**src/rtl/multicycle_ctrl_pkg.sv**
```systemverilog
// Shared encodings for the RV32I multi-cycle controller: opcodes, FSM states,
// instruction classes and the datapath mux-select codes driven per class.
package multicycle_ctrl_pkg;

  localparam logic [6:0] OPC_LUI    = 7'b0110111;
  localparam logic [6:0] OPC_AUIPC  = 7'b0010111;
  localparam logic [6:0] OPC_JAL    = 7'b1101111;
  localparam logic [6:0] OPC_JALR   = 7'b1100111;
  localparam logic [6:0] OPC_BRANCH = 7'b1100011;
  localparam logic [6:0] OPC_LOAD   = 7'b0000011;
  localparam logic [6:0] OPC_STORE  = 7'b0100011;
  localparam logic [6:0] OPC_OPIMM  = 7'b0010011;
  localparam logic [6:0] OPC_OP     = 7'b0110011;

  localparam logic [2:0] IMM_I = 3'd0;
  localparam logic [2:0] IMM_S = 3'd1;
  localparam logic [2:0] IMM_B = 3'd2;
  localparam logic [2:0] IMM_J = 3'd3;
  localparam logic [2:0] IMM_U = 3'd4;

  localparam logic [1:0] PC_SRC_PC4  = 2'd0;
  localparam logic [1:0] PC_SRC_ALU  = 2'd1;
  localparam logic [1:0] PC_SRC_JALR = 2'd2;

  localparam logic [1:0] WB_ALU = 2'd0;
  localparam logic [1:0] WB_MEM = 2'd1;
  localparam logic [1:0] WB_PC4 = 2'd2;

  localparam logic [1:0] ALU_A_RS1  = 2'd0;
  localparam logic [1:0] ALU_A_PC   = 2'd1;
  localparam logic [1:0] ALU_A_ZERO = 2'd2;

  localparam logic ALU_B_RS2 = 1'b0;
  localparam logic ALU_B_IMM = 1'b1;

  typedef enum logic [2:0] {
    ST_FETCH,
    ST_DECODE,
    ST_EXEC,
    ST_MEM,
    ST_WB,
    ST_TRAP
  } state_e;

  typedef enum logic [3:0] {
    CLS_LUI,
    CLS_AUIPC,
    CLS_JAL,
    CLS_JALR,
    CLS_BRANCH,
    CLS_LOAD,
    CLS_STORE,
    CLS_OPIMM,
    CLS_OP,
    CLS_ILLEGAL
  } op_class_e;

  // Selects that stay constant for the whole life of one instruction.
  typedef struct packed {
    logic [2:0] imm_sel;
    logic [1:0] alu_a_sel;
    logic       alu_b_sel;
    logic [1:0] wb_sel;
    logic [1:0] pc_src;
  } dp_sel_t;

  function automatic op_class_e classify(input logic [6:0] opcode);
    op_class_e cls;
    case (opcode)
      OPC_LUI:    cls = CLS_LUI;
      OPC_AUIPC:  cls = CLS_AUIPC;
      OPC_JAL:    cls = CLS_JAL;
      OPC_JALR:   cls = CLS_JALR;
      OPC_BRANCH: cls = CLS_BRANCH;
      OPC_LOAD:   cls = CLS_LOAD;
      OPC_STORE:  cls = CLS_STORE;
      OPC_OPIMM:  cls = CLS_OPIMM;
      OPC_OP:     cls = CLS_OP;
      default:    cls = CLS_ILLEGAL;
    endcase
    return cls;
  endfunction

  function automatic dp_sel_t decode_sel(input op_class_e cls);
    dp_sel_t s;
    s.imm_sel   = IMM_I;
    s.alu_a_sel = ALU_A_RS1;
    s.alu_b_sel = ALU_B_IMM;
    s.wb_sel    = WB_ALU;
    s.pc_src    = PC_SRC_PC4;
    case (cls)
      CLS_OP:     s.alu_b_sel = ALU_B_RS2;
      CLS_LOAD:   s.wb_sel    = WB_MEM;
      CLS_STORE:  s.imm_sel   = IMM_S;
      CLS_BRANCH: begin
        s.imm_sel   = IMM_B;
        s.alu_a_sel = ALU_A_PC;
      end
      CLS_JAL: begin
        s.imm_sel   = IMM_J;
        s.alu_a_sel = ALU_A_PC;
        s.wb_sel    = WB_PC4;
        s.pc_src    = PC_SRC_ALU;
      end
      CLS_JALR: begin
        s.wb_sel = WB_PC4;
        s.pc_src = PC_SRC_JALR;
      end
      CLS_LUI: begin
        s.imm_sel   = IMM_U;
        s.alu_a_sel = ALU_A_ZERO;
      end
      CLS_AUIPC: begin
        s.imm_sel   = IMM_U;
        s.alu_a_sel = ALU_A_PC;
      end
      default: ;
    endcase
    return s;
  endfunction

endpackage

```
**src/rtl/multicycle_ctrl_mem_wait_timer.sv**
```systemverilog
// Counts consecutive not-ready cycles of a memory access and flags expiry when
// the TIMEOUT-th such cycle arrives; a ready in that same cycle suppresses it.
module mem_wait_timer #(
  parameter int unsigned TIMEOUT = 255
) (
  input  logic clk,
  input  logic rst,
  input  logic active_i,
  input  logic ready_i,
  output logic expire_o
);

  localparam int unsigned CW = (TIMEOUT < 2) ? 1 : $clog2(TIMEOUT + 1);

  logic [CW-1:0] count_q;
  logic [CW-1:0] count_d;

  assign expire_o = active_i && !ready_i && (count_q == CW'(TIMEOUT - 1));

  always_comb begin
    count_d = '0;
    if (active_i && !ready_i && !expire_o) begin
      count_d = count_q + 1'b1;
    end
  end

  always_ff @(posedge clk) begin
    if (rst) begin
      count_q <= '0;
    end else begin
      count_q <= count_d;
    end
  end

endmodule

```
**src/rtl/multicycle_ctrl.sv**
```systemverilog
// Multi-cycle FETCH/DECODE/EXEC/MEM/WB sequencer for the RV32I core: drives the
// datapath selects and strobes, traps on illegal opcodes or memory timeouts.
module multicycle_ctrl
  import multicycle_ctrl_pkg::*;
#(
  parameter int unsigned TIMEOUT = 255
) (
  input  logic        clk,
  input  logic        rst,
  input  logic [31:0] inst,
  input  logic        mem_ready,
  input  logic        br_taken,
  output logic        mem_req,
  output logic        mem_we,
  output logic        mem_is_inst,
  output logic        ir_we,
  output logic        pc_we,
  output logic [1:0]  pc_src,
  output logic [2:0]  imm_sel,
  output logic [1:0]  alu_a_sel,
  output logic        alu_b_sel,
  output logic        reg_we,
  output logic [1:0]  wb_sel,
  output logic        illegal,
  output logic        bus_err,
  output logic [31:0] instret
);

  state_e      state_q;
  logic        illegal_q;
  logic        bus_err_q;
  logic [31:0] instret_q;
  op_class_e   op_class;
  dp_sel_t     sel;
  logic        waiting;
  logic        timeout;
  logic        unused_inst_bits;

  assign unused_inst_bits = ^inst[31:7];
  assign op_class = classify(inst[6:0]);
  assign sel      = decode_sel(op_class);
  assign waiting  = (state_q == ST_FETCH) || (state_q == ST_MEM);

  assign illegal = illegal_q;
  assign bus_err = bus_err_q;
  assign instret = instret_q;

  mem_wait_timer #(
    .TIMEOUT(TIMEOUT)
  ) u_mem_wait_timer (
    .clk      (clk),
    .rst      (rst),
    .active_i (waiting),
    .ready_i  (mem_ready),
    .expire_o (timeout)
  );

  always_comb begin
    mem_req     = 1'b0;
    mem_we      = 1'b0;
    mem_is_inst = 1'b0;
    ir_we       = 1'b0;
    pc_we       = 1'b0;
    reg_we      = 1'b0;
    pc_src      = PC_SRC_PC4;
    imm_sel     = sel.imm_sel;
    alu_a_sel   = sel.alu_a_sel;
    alu_b_sel   = sel.alu_b_sel;
    wb_sel      = sel.wb_sel;
    case (state_q)
      ST_FETCH: begin
        mem_req     = 1'b1;
        mem_is_inst = 1'b1;
        ir_we       = mem_ready;
      end
      ST_EXEC: begin
        if (op_class == CLS_BRANCH) begin
          pc_we  = 1'b1;
          pc_src = br_taken ? PC_SRC_ALU : PC_SRC_PC4;
        end
      end
      ST_MEM: begin
        mem_req = 1'b1;
        mem_we  = (op_class == CLS_STORE);
        pc_we   = (op_class == CLS_STORE) && mem_ready;
      end
      ST_WB: begin
        reg_we = 1'b1;
        pc_we  = 1'b1;
        pc_src = sel.pc_src;
      end
      default: ;
    endcase
    // Strobes must never fire during reset, whatever the stale state says.
    if (rst) begin
      mem_req = 1'b0;
      mem_we  = 1'b0;
      ir_we   = 1'b0;
      pc_we   = 1'b0;
      reg_we  = 1'b0;
    end
  end

  always_ff @(posedge clk) begin
    if (rst) begin
      state_q   <= ST_FETCH;
      illegal_q <= 1'b0;
      bus_err_q <= 1'b0;
      instret_q <= '0;
    end else begin
      if (pc_we) begin
        instret_q <= instret_q + 32'd1;
      end
      case (state_q)
        ST_FETCH: begin
          if (mem_ready) begin
            state_q <= ST_DECODE;
          end else if (timeout) begin
            state_q   <= ST_TRAP;
            bus_err_q <= 1'b1;
          end
        end
        ST_DECODE: begin
          if (op_class == CLS_ILLEGAL) begin
            state_q   <= ST_TRAP;
            illegal_q <= 1'b1;
          end else begin
            state_q <= ST_EXEC;
          end
        end
        ST_EXEC: begin
          case (op_class)
            CLS_BRANCH:          state_q <= ST_FETCH;
            CLS_LOAD, CLS_STORE: state_q <= ST_MEM;
            default:             state_q <= ST_WB;
          endcase
        end
        ST_MEM: begin
          if (mem_ready) begin
            state_q <= (op_class == CLS_LOAD) ? ST_WB : ST_FETCH;
          end else if (timeout) begin
            state_q   <= ST_TRAP;
            bus_err_q <= 1'b1;
          end
        end
        ST_WB:   state_q <= ST_FETCH;
        default: state_q <= ST_TRAP;
      endcase
    end
  end

endmodule

```
**config.mk**
```make
export PLATFORM = sky130hd
export DESIGN_NAME = multicycle_ctrl
export DESIGN_NICKNAME = d
export VERILOG_FILES = /design/src/rtl/multicycle_ctrl_pkg.sv /design/src/rtl/multicycle_ctrl_mem_wait_timer.sv /design/src/rtl/multicycle_ctrl.sv
export SDC_FILE = /design/constraint.sdc
export NUM_CORES = 1
export LEC_CHECK = 0
export ABC_AREA = 0
export BUFFER_PORTS_ARGS = -buffer_cell sky130_fd_sc_hd__buf_2
export CORE_AREA = 3 3 114 83
export CTS_CLUSTER_DIAMETER = 150
export DETAILED_ROUTE_END_ITERATION = 7
export DIE_AREA = 0 0 117 86
export PLACE_DENSITY = 0.51
export SETUP_SLACK_MARGIN = 0.05
export SLEW_MARGIN = 10
export SYNTH_ARGS = -nofsm -noshare
export SYNTH_HDL_FRONTEND = slang
export SYNTH_SLANG_ARGS = --single-unit
```
**constraint.sdc**
```tcl
create_clock -name clk -period 2.16 [get_ports clk]
set_input_delay 0.216 -clock clk [delete_from_list [all_inputs] [get_ports clk]]
set_output_delay 0.216 -clock clk [all_outputs]
set_load 0.1 [all_outputs]
```
Word level (Yosys, flattened, before mapping) --
Cells that the tools add are included.
Storage, ports and cells: flip-flop bits (word level) 45, latch bits 0, RAM bits 0, memory bits (read-only) 0, bits of input ports 36, word-level logic and storage cells 76, memories kept 0
Cells by class: add/subtract/negate cells 2, multipliers 0, div/mod/pow operators 0, magnitude comparators 0, equality and inequality tests 22, shift-type cells 0, multiplexer cells 28, bitwise gates (word level) 2, reduce and logical (&&, ||, !) cells 17
Operators with widths (number):
- $pmux 4 s9 | 1
- $add 32x1->32 const B | 1
- $eq 7x6->1 const B | 3
- $eq 7x7->1 const B | 3
- $pmux 2 s2 | 4
- $mux 3 | 5
- $pmux 3 s5 | 1
- $eq 7x5->1 const B | 2
- $mux 1 | 14
- $eq 4x3->1 const B | 3
- $pmux 3 s4 | 1
- $reduce_or 2->1 | 5
- $add 8x1->8 const B | 1
- $eq 4x2->1 const B | 2
- $eq 4x4->1 const B | 2
- $eq 8x8->1 const B | 1
- $eq 7x2->1 const B | 1
- $eq 3x2->1 const B | 2
- $pmux 3 s2 | 1
- $eq 4x1->1 const B | 1
- $logic_and 1x1->1 | 4
- $logic_not 4->1 | 1
- $eq 3x1->1 const B | 1
- $eq 3x3->1 const B | 1
- other kinds (8) | 10

Depth between registers and ports, before layout --
Gate-level depths: netlist (run 1).
depth in word-level cells 8, depth in mapped cells 8, gate-level depth less buffers 7

Modules after synthesis --
A second synthesis (run 1) with hierarchy kept.
Unflattened totals: cells, all modules 318, area, all modules 2581.2 um^2
Modules (own cells, without submodules):
- multicycle_ctrl | instances 1, cells an instance 276, area an instance 2200.9 um^2
- mem_wait_timer | instances 1, cells an instance 42, area an instance 380.4 um^2

Worst setup path after synthesis (run 1) --
No wires, ideal clock.
path type register -> output, start point reg state_q[0], end point out pc_src[1], arrival 3.834 ns, required time 1.944 ns, path slack -1.890 ns, stages on the path, launching flop included 4, path buffers 2, path through dfxtp_1 buf_2 buf_1 nor4b_1
On the way: word-level cells in the longest chain between the ends 2
RTL lines:
- start, declared | RTL line multicycle_ctrl.sv:29 | state_e state_q;
- start signal, assigned | RTL line multicycle_ctrl.sv:140 | state_q <= (op_class == CLS_LOAD) ? ST_WB : ST_FETCH;
- $eq 3x3->1 or $eq 3x2->1 (tied branches) | RTL line multicycle_ctrl.sv:70 | case (state_q)
- $pmux 2 s2 * | RTL line multicycle_ctrl.sv:70
- end, declared | RTL line multicycle_ctrl.sv:18 | output logic [1:0] pc_src,
Every way passes the cells marked *; elsewhere a longest branch is shown, timed or not.

Worst setup path after layout (run 1) --
start point reg state_q[1], end point out mem_we
On the way: word-level cells in the longest chain between the ends 3
RTL lines:
- $eq 3x2->1 | RTL line multicycle_ctrl.sv:70
- $mux 1 | RTL line multicycle_ctrl.sv:70
- $mux 1 | RTL line multicycle_ctrl.sv:95 | if (rst) begin
- end, declared | RTL line multicycle_ctrl.sv:14 | output logic mem_we,
No other way between the ends.

==> results of run 1 <==
-- metal layers --
metal  up-vias  GRT usage
li1       1296          -
met1      1156     0.2066
met2        39     0.1848
met3         2    0.03526
met4         0    0.02188
met5         -          0
-- cells in the final DEF (no fill, tap or decap), types with 10 or more instances in the layout --
cell and n:
sky130_fd_sc_hd__dfxtp_2 14, sky130_fd_sc_hd__inv_1 10, sky130_fd_sc_hd__nand3_1 16, sky130_fd_sc_hd__buf_4 19, sky130_fd_sc_hd__nor2_1 35, sky130_fd_sc_hd__dfxtp_4 11, sky130_fd_sc_hd__buf_2 59, sky130_fd_sc_hd__o31ai_1 10
sky130_fd_sc_hd__dfxtp_1 20, sky130_fd_sc_hd__a21oi_1 27, sky130_fd_sc_hd__o21ai_0 19, sky130_fd_sc_hd__nand2_1 25, sky130_fd_sc_hd__or3_1 15
-- layout make-up --
| type | count | area, um2 | share of cell area |
|---|---|---|---|
| Inverter | 10 | 37.54 | 0.01133 |
| Clock inverter | 1 | 7.507 | 0.002267 |
| Multi-Input combinational cell | 245 | 1585 | 0.4787 |
| Tap cell | 105 | 131.4 | 0.03967 |
| Timing Repair Buffer | 79 | 457.9 | 0.1383 |
| Sequential cell | 45 | 959.7 | 0.2898 |
| Clock buffer | 7 | 132.6 | 0.04005 |
-- cells by family (layout without fill, tap and decap cells) --
family / after synthesis / after routing / share of synthesized area
AND/OR/NAND/NOR: 155 / 155 / 0.3383
AO/OA/AOI/OAI: 74 / 74 / 0.1924
flip-flops: 45 / 45 / 0.3561
buffers and inverters: 28 / 97 / 0.05193
XOR/XNOR: 11 / 11 / 0.03808
adder cells (fa/ha/maj): 3 / 3 / 0.01484
multiplexers: 2 / 2 / 0.008407
-- final timing paths --
kind / cells past startpoint / to / slack (ns)
min: 2 / illegal / 0.15
max: 5 / mem_we / 0.15
max reg2reg: 6 / instret[3] / 0.18
min reg2reg: 1 / u_mem_wait_timer.count_q[0] / 0.46
-- Yosys cell counts, types with 2 or more instances --
cell,count,area [um2]
sky130_fd_sc_hd__o21ai_0,19,95.09
sky130_fd_sc_hd__a31oi_1,2,12.51
sky130_fd_sc_hd__and4b_1,2,20.02
sky130_fd_sc_hd__and2_1,2,12.51
sky130_fd_sc_hd__nand4_1,8,50.05
sky130_fd_sc_hd__or2_2,3,18.77
sky130_fd_sc_hd__buf_4,2,15.01
sky130_fd_sc_hd__a21oi_1,28,140.1
sky130_fd_sc_hd__inv_1,10,37.54
sky130_fd_sc_hd__nor3_1,11,55.05
sky130_fd_sc_hd__xnor2_1,3,26.28
sky130_fd_sc_hd__or3_2,2,15.01
sky130_fd_sc_hd__buf_2,6,30.03
sky130_fd_sc_hd__nand2b_1,2,12.51
sky130_fd_sc_hd__or4_1,8,60.06
sky130_fd_sc_hd__ha_1,3,37.54
sky130_fd_sc_hd__nand3_1,16,80.08
sky130_fd_sc_hd__o31ai_1,10,75.07
sky130_fd_sc_hd__and3_1,5,31.28
sky130_fd_sc_hd__nor3b_1,3,22.52
sky130_fd_sc_hd__nor2_1,37,138.9
sky130_fd_sc_hd__nor2b_1,4,25.02
sky130_fd_sc_hd__or3_1,15,93.84
sky130_fd_sc_hd__o31ai_4,2,42.54
sky130_fd_sc_hd__nand2_1,25,93.84
sky130_fd_sc_hd__and4_1,2,17.52
sky130_fd_sc_hd__dfxtp_1,45,900.9
sky130_fd_sc_hd__xor2_1,8,70.07
sky130_fd_sc_hd__clkbuf_1,7,26.28
-- state kept, by name, summed over array words and instances (netlist names) --
name and cells:
u_mem_wait_timer.count_q 8, state_q 3, instret 32, illegal 1, bus_err 1
-- power breakdown --
| group | internal, W | switching, W |
|---|---|---|
| Combinational | 0.000132 | 0.000363 |
| Sequential | 0.000837 | 0.0000213 |
| Clock | 0.000430 | 0.000317 |
-- stage by stage --
step	area, um2	hold slack (ns)	worst slack (ns)	total power [W]
after floorplan	2663	0.4297	-0.5303	0.001251
after global placement	3151	0.4433	0.1430	0.001361
after detailed placement	3151	0.4561	0.1249	0.001361
after CTS	3298	0.1599	0.07688	0.002113
after global routing	3312	0.1698	0.05780	0.002189
final	3312	0.1536	0.1453	0.002100
-- what timing repair did --
action / in CTS / in global routing
hold buffers: 0 / 0
pin swaps: 0 / 1
resized for setup: 2 / 2
endpoints found under the hold margin: 0 / 0
endpoints found under the setup margin: 1 / 4
buffers inserted: 0 / 1
==> impl_metrics.prom, run 1 <==
# TYPE chip_impl_metric gauge
chip_impl_info{name="start_kind",value="flip-flop"} 1
chip_impl_metric{name="viasPerCell",unit=""} 5.067
chip_impl_metric{name="globalplace.congestion",unit=""} 0.7834
chip_impl_metric{name="final_cells",unit=""} 492
chip_impl_metric{name="route.met2.wl",unit="mm"} 2.798
chip_impl_metric{name="tritoncts_num_sinks",unit=""} 45
chip_impl_metric{name="num_vias",unit=""} 2493
chip_impl_metric{name="postSynth.asyncResetShare",unit=""} 0
chip_impl_metric{name="die-width",unit="um"} 117
chip_impl_metric{name="diodes",unit=""} 0
chip_impl_metric{name="finalSetupViolations",unit=""} 0
chip_impl_metric{name="final_hold_viol_count",unit=""} 0
chip_impl_metric{name="yosys_warnings",unit=""} 0
chip_impl_metric{name="post-dp-hpwl",unit="mm"} 5.073
chip_impl_metric{name="largest_net_degree_at_the_start_of_global_routing",unit=""} 26
chip_impl_metric{name="power_per_cell_area",unit="nW/um2"} 634.2
chip_impl_metric{name="mean_instance_size_in_the_synthesized_netlist",unit="um2"} 7.956
chip_impl_info{name="critical_path_class",value="reg2out"} 1
chip_impl_metric{name="synth_edf_count",unit=""} 0
chip_impl_metric{name="cellLeakagePower",unit="nW"} 1.292
chip_impl_metric{name="detail_route.first_pass.iterations",unit=""} 4
chip_impl_metric{name="post-route-min-period",unit="ns"} 2.015
chip_impl_metric{name="number_of_port_buffers",unit=""} 60
chip_impl_info{name="outcome",value="finished clean"} 1
chip_impl_metric{name="wire_per_inst",unit="um"} 13.69
chip_impl_metric{name="slew_headroom",unit=""} 0.6222
chip_impl_metric{name="critical_path.max_fanout",unit=""} 15
chip_impl_metric{name="design.die.area",unit="um2"} 10060
chip_impl_info{name="end_kind",value="output pin"} 1
chip_impl_metric{name="drt_iter0_drc",unit=""} 158
chip_impl_metric{name="boundaryPins",unit=""} 86
chip_impl_metric{name="met1Wirelength",unit="mm"} 3.576
chip_impl_metric{name="num-nets-final",unit=""} 425
chip_impl_metric{name="critical_path_arrival",unit="ns"} 1.80
chip_impl_metric{name="path_buf_inv",unit=""} 2
chip_impl_metric{name="grt_pass1_vias",unit=""} 2192
chip_impl_info{name="worstPathCellList",value="buf_4 -> nor2b_1 -> nand3_1 -> nor3_4 -> buf_2"} 1
chip_impl_metric{name="initial_utilization",unit=""} 0.3009
chip_impl_info{name="cp_top_family",value="buffers and inverters"} 1
chip_impl_metric{name="dieHeight",unit="um"} 86
chip_impl_info{name="crit_path_start",value="state_q[1]"} 1
chip_impl_metric{name="drt_wl_total",unit="mm"} 6.737
chip_impl_metric{name="worst_clock_skew",unit="ns"} 0.008303
chip_impl_metric{name="synth_seq_area_share",unit=""} 0.3561
chip_impl_metric{name="worst_skew_pair.late_latency",unit="ns"} 0.28
chip_impl_metric{name="maxClockFrequency",unit="GHz"} 0.4964
chip_impl_metric{name="ys_seq_elements",unit=""} 45
chip_impl_metric{name="area.growth.synth_to_final",unit="%"} 30.91
chip_impl_metric{name="timing_worst_slew_pin_value",unit="ns"} 0.5658
chip_impl_metric{name="wl_met3",unit="um"} 338
chip_impl_metric{name="critical_path_required",unit="ns"} 1.94
chip_impl_info{name="hold_start",value="rst"} 1
chip_impl_metric{name="synth_nets",unit=""} 357
chip_impl_info{name="top_layer_used",value="met4"} 1
chip_impl_metric{name="overflow",unit=""} 0
chip_impl_info{name="min-delay-path-class",value="in2reg"} 1
chip_impl_metric{name="fp-row-count",unit=""} 28
chip_impl_metric{name="grtUsageTotal",unit=""} 0.1333
chip_impl_info{name="main_flop_type_after_synthesis",value="sky130_fd_sc_hd__dfxtp_1"} 1
chip_impl_info{name="clock-root-buffer",value="sky130_fd_sc_hd__clkbuf_16"} 1
chip_impl_metric{name="final_max_slew_viol_count",unit=""} 0
chip_impl_metric{name="worst_path_largest_cell_delay",unit="ns"} 0.44
chip_impl_metric{name="synth_cell_types",unit=""} 57
chip_impl_info{name="cpMaxStageDelayCell",value="sky130_fd_sc_hd__buf_2"} 1
chip_impl_metric{name="floorplan.core_area",unit="um2"} 8408
chip_impl_metric{name="postRouteAntennaNets",unit=""} 0
chip_impl_metric{name="initial_antenna_violation_count",unit=""} 0
chip_impl_info{name="worst_r2r_startpoint",value="state_q[2]"} 1
chip_impl_metric{name="tritoncts.num_buffers",unit=""} 5
chip_impl_info{name="grt_setup_unrepaired",value="no"} 1
chip_impl_metric{name="final.period_utilization",unit=""} 0.9327
chip_impl_metric{name="synth_cells",unit=""} 318
chip_impl_metric{name="clk_pin_slew",unit="ns"} 0.06
chip_impl_metric{name="post_layout_util",unit=""} 0.3939
chip_impl_metric{name="grt_pass1_wl",unit="mm"} 10.94
chip_impl_metric{name="clock_path_buffers",unit=""} 2
chip_impl_metric{name="cts_htree_levels",unit=""} 2
chip_impl_metric{name="max-cap-violations",unit=""} 0
chip_impl_metric{name="layout-drive-gt1-share",unit=""} 0.3566
chip_impl_metric{name="post-route-drc-count",unit=""} 0
chip_impl_metric{name="synth_area",unit="um2"} 2530
chip_impl_metric{name="setup_tns",unit="ns"} 0
chip_impl_metric{name="post-place-cells",unit=""} 483
chip_impl_metric{name="nFillCells",unit=""} 875
chip_impl_info{name="cts_tree",value="built"} 1
chip_impl_metric{name="vdd_ir_drop_max",unit="mV"} 0.2853
(Power assumes the default switching activity.)
==> inputs of run 2 (changes only) <==
--- a/config.mk
+++ b/config.mk
@@ -8,10 +8,10 @@
 export ABC_AREA = 0
 export BUFFER_PORTS_ARGS = -buffer_cell sky130_fd_sc_hd__buf_2
 export CORE_AREA = 3 3 114 83
-export CTS_CLUSTER_DIAMETER = 150
+export CTS_CLUSTER_DIAMETER = 50
 export DETAILED_ROUTE_END_ITERATION = 7
 export DIE_AREA = 0 0 117 86
-export PLACE_DENSITY = 0.51
+export PLACE_DENSITY = 0.53
 export SETUP_SLACK_MARGIN = 0.05
 export SLEW_MARGIN = 10
 export SYNTH_ARGS = -nofsm -noshare
==> constraint.sdc (replaced) <==
create_clock -name clk -period 1.8 [get_ports clk]
set_input_delay 0.18 -clock clk [delete_from_list [all_inputs] [get_ports clk]]
set_output_delay 0.18 -clock clk [all_outputs]
set_load 0.1 [all_outputs]
==> run 2 against run 1 <==
  * The flow now finishes with violations (negative setup slack)
  * Design area is 20% higher
  * Final cell count is 6.5% higher
  * Highest routed layer unchanged
  * Clock skew is 0.0042 ns lower
  * Via count is 9.3% higher
  * Critical endpoint is now pc_we
  * Wire length is 9.2% higher
  * Critical path depth is 1 higher
  * Setup slack worse by 0.18 ns
  * Sequential cell count stayed put
  * Sequential power is 20% higher
  * Combinational power is 51% higher
  * Die area stayed put
==> impl_metrics.prom, run 2 (same netlist as run 1, synthesis figures left out) <==
# TYPE chip_impl_metric gauge
chip_impl_metric{name="detail_route.first_pass.iterations",unit=""} 4
chip_impl_metric{name="initial_antenna_violation_count",unit=""} 0
chip_impl_metric{name="worst_path_largest_cell_delay",unit="ns"} 0.34
chip_impl_metric{name="num-nets-final",unit=""} 457
chip_impl_metric{name="layout-drive-gt1-share",unit=""} 0.4726
chip_impl_metric{name="hold-worst-slack",unit="ns"} 0.2492
chip_impl_metric{name="critical_path_required",unit="ns"} 1.62
chip_impl_info{name="failed_checks",value="negative setup slack"} 1
chip_impl_metric{name="clock_path_buffers",unit=""} 2
chip_impl_metric{name="largest_net_degree_at_the_start_of_global_routing",unit=""} 20
chip_impl_info{name="outcome",value="complete, but fails checks"} 1
chip_impl_metric{name="slew_headroom",unit=""} 0.6575
chip_impl_info{name="critical_path_class",value="reg2out"} 1
chip_impl_metric{name="finalSetupViolations",unit=""} 2
chip_impl_metric{name="final.period_utilization",unit=""} 1.018
chip_impl_metric{name="num_vias",unit=""} 2724
chip_impl_metric{name="worst_skew_pair.late_latency",unit="ns"} 0.29
chip_impl_metric{name="drt_wl_total",unit="mm"} 7.356
chip_impl_metric{name="boundaryPins",unit=""} 86
chip_impl_info{name="worstPathCellList",value="and4b_1 -> and4_4 -> nor3_4 -> buf_6 -> nor2_4 -> buf_12"} 1
chip_impl_metric{name="grt_pass1_wl",unit="mm"} 11.94
chip_impl_metric{name="critical_path.max_fanout",unit=""} 6
chip_impl_metric{name="vdd_ir_drop_max",unit="mV"} 0.4706
chip_impl_metric{name="area.growth.synth_to_final",unit="%"} 57.72
chip_impl_metric{name="number_of_port_buffers",unit=""} 60
chip_impl_metric{name="final_max_slew_viol_count",unit=""} 0
chip_impl_metric{name="tritoncts_num_sinks",unit=""} 45
chip_impl_metric{name="post-place-cells",unit=""} 508
chip_impl_metric{name="wire_per_inst",unit="um"} 14.04
chip_impl_metric{name="post-route-min-period",unit="ns"} 1.832
chip_impl_metric{name="largest_register_ff_count",unit=""} 32
chip_impl_info{name="cpMaxStageDelayCell",value="sky130_fd_sc_hd__dfxtp_2"} 1
chip_impl_metric{name="postRouteAntennaNets",unit=""} 0
chip_impl_metric{name="die-width",unit="um"} 117
chip_impl_metric{name="overflow",unit=""} 0
chip_impl_metric{name="clk_pin_slew",unit="ns"} 0.06
chip_impl_metric{name="setup_tns",unit="ns"} -0.03721
chip_impl_metric{name="grt_pass1_vias",unit=""} 2459
chip_impl_info{name="grt_setup_unrepaired",value="yes"} 1
chip_impl_info{name="min-delay-path-class",value="in2reg"} 1
chip_impl_metric{name="worst-r2r-cell-count",unit=""} 6
chip_impl_metric{name="final_cells",unit=""} 524
chip_impl_info{name="clock-root-buffer",value="sky130_fd_sc_hd__clkbuf_16"} 1
chip_impl_metric{name="fp-row-count",unit=""} 28
chip_impl_metric{name="postCtsHoldBufs",unit=""} 0
chip_impl_metric{name="worst_clock_skew",unit="ns"} 0.004135
chip_impl_metric{name="globalplace.congestion",unit=""} 0.8589
chip_impl_metric{name="floorplan.core_area",unit="um2"} 8408
chip_impl_metric{name="cellLeakagePower",unit="nW"} 1.560
chip_impl_metric{name="initial_utilization",unit=""} 0.3009
chip_impl_metric{name="grtUsageTotal",unit=""} 0.1473
chip_impl_metric{name="diodes",unit=""} 0
chip_impl_metric{name="worst_hold_path.num_cells",unit=""} 2
chip_impl_metric{name="maxClockFrequency",unit="GHz"} 0.5458
chip_impl_metric{name="cts_htree_levels",unit=""} 2
chip_impl_metric{name="max-cap-violations",unit=""} 0
chip_impl_metric{name="placement.cell_area",unit="um2"} 3596
chip_impl_metric{name="final_hold_viol_count",unit=""} 0
chip_impl_metric{name="post-route-drc-count",unit=""} 0
chip_impl_metric{name="postLayoutCellArea",unit="um2"} 3990
chip_impl_info{name="cts_tree",value="built"} 1
chip_impl_metric{name="critical_path_arrival",unit="ns"} 1.65
chip_impl_metric{name="drt_iter0_drc",unit=""} 180
chip_impl_metric{name="nFillCells",unit=""} 797
chip_impl_info{name="final_cell_mix",value="sky130_fd_sc_hd__buf_2, sky130_fd_sc_hd__buf_4, sky130_fd_sc_hd__nor2_1"} 1
chip_impl_metric{name="tritoncts.num_buffers",unit=""} 5
chip_impl_info{name="end_kind",value="output pin"} 1
chip_impl_metric{name="viasPerCell",unit=""} 5.198
chip_impl_metric{name="dieHeight",unit="um"} 86
chip_impl_info{name="layout.cells.most_common",value="sky130_fd_sc_hd__buf_2"} 1
chip_impl_metric{name="power_per_cell_area",unit="nW/um2"} 691.1
chip_impl_info{name="start_kind",value="flip-flop"} 1
chip_impl_metric{name="post-dp-hpwl",unit="mm"} 5.370
chip_impl_metric{name="post_layout_worst_setup_margin",unit="ns"} -0.03226
chip_impl_metric{name="design.die.area",unit="um2"} 10060
chip_impl_metric{name="timing_worst_slew_pin_value",unit="ns"} 0.5106
==> run 2: per-stage QoR <==
step                total power (W)  setup WS [ns]    util
floorplan                  0.001551        -0.1583       -
global placement           0.001739       -0.08778  0.4277
detailed placement         0.001744        -0.1573  0.4277
CTS                        0.002753      -0.007269  0.4540
global route               0.002888        -0.1105  0.4746
finish                     0.002758       -0.03226  0.4746
==> run 2: worst max-delay path, delay by kind of cell, from the launching register on <==
kind	cells	cell delay (ns)
and+or+nand+nor	4	0.72
DFF	1	0.34
buffers and inverters	2	0.30
==> run 2: timing repair <==
| action | 4_1_cts | 5_1_grt |
|---|---|---|
| pin swaps | 11 | 18 |
| endpoints found under the setup margin | 32 | 30 |
| cloned | 0 | 2 |
| setup buffers | 3 | 3 |
| resized for setup | 13 | 34 |
==> run 2: layout make-up <==
| type | instances | area, um2 | share of cell area |
|---|---|---|---|
| Timing Repair Buffer | 109 | 902.1 | 0.2261 |
| Multi-Input combinational cell | 247 | 1774 | 0.4447 |
| Sequential cell | 45 | 984.7 | 0.2468 |
| Clock inverter | 2 | 10.01 | 0.002509 |
| Tap cell | 105 | 131.4 | 0.03293 |
| Clock buffer | 6 | 150.1 | 0.03763 |
| Inverter | 10 | 37.54 | 0.009407 |
==> run 2: routing by layer <==
metal | up-vias | track usage | routed length (um)
met5 | - | 0 | 0
met4 | 0 | 0.02813 | 59
met3 | 5 | 0.05430 | 435
met2 | 54 | 0.2117 | 3158
met1 | 1297 | 0.2115 | 3702
li1 | 1368 | - | -
==> run 2: final timing paths <==
path / start / to / slack [ns]
max: state_q[2] / pc_we / -0.03
min: rst / illegal / 0.25
max reg2reg: state_q[2] / instret[27] / 0
min reg2reg: u_mem_wait_timer.count_q[0] / u_mem_wait_timer.count_q[0] / 0.46
==> run 2: where the power goes <==
group	internal, W	total (W)	switching (W)
clock network	0.000595	0.000985	0.000390
registers	0.00100	0.00103	0.0000276
logic	0.000255	0.000745	0.000489
total	0.00185	0.00276	0.000907
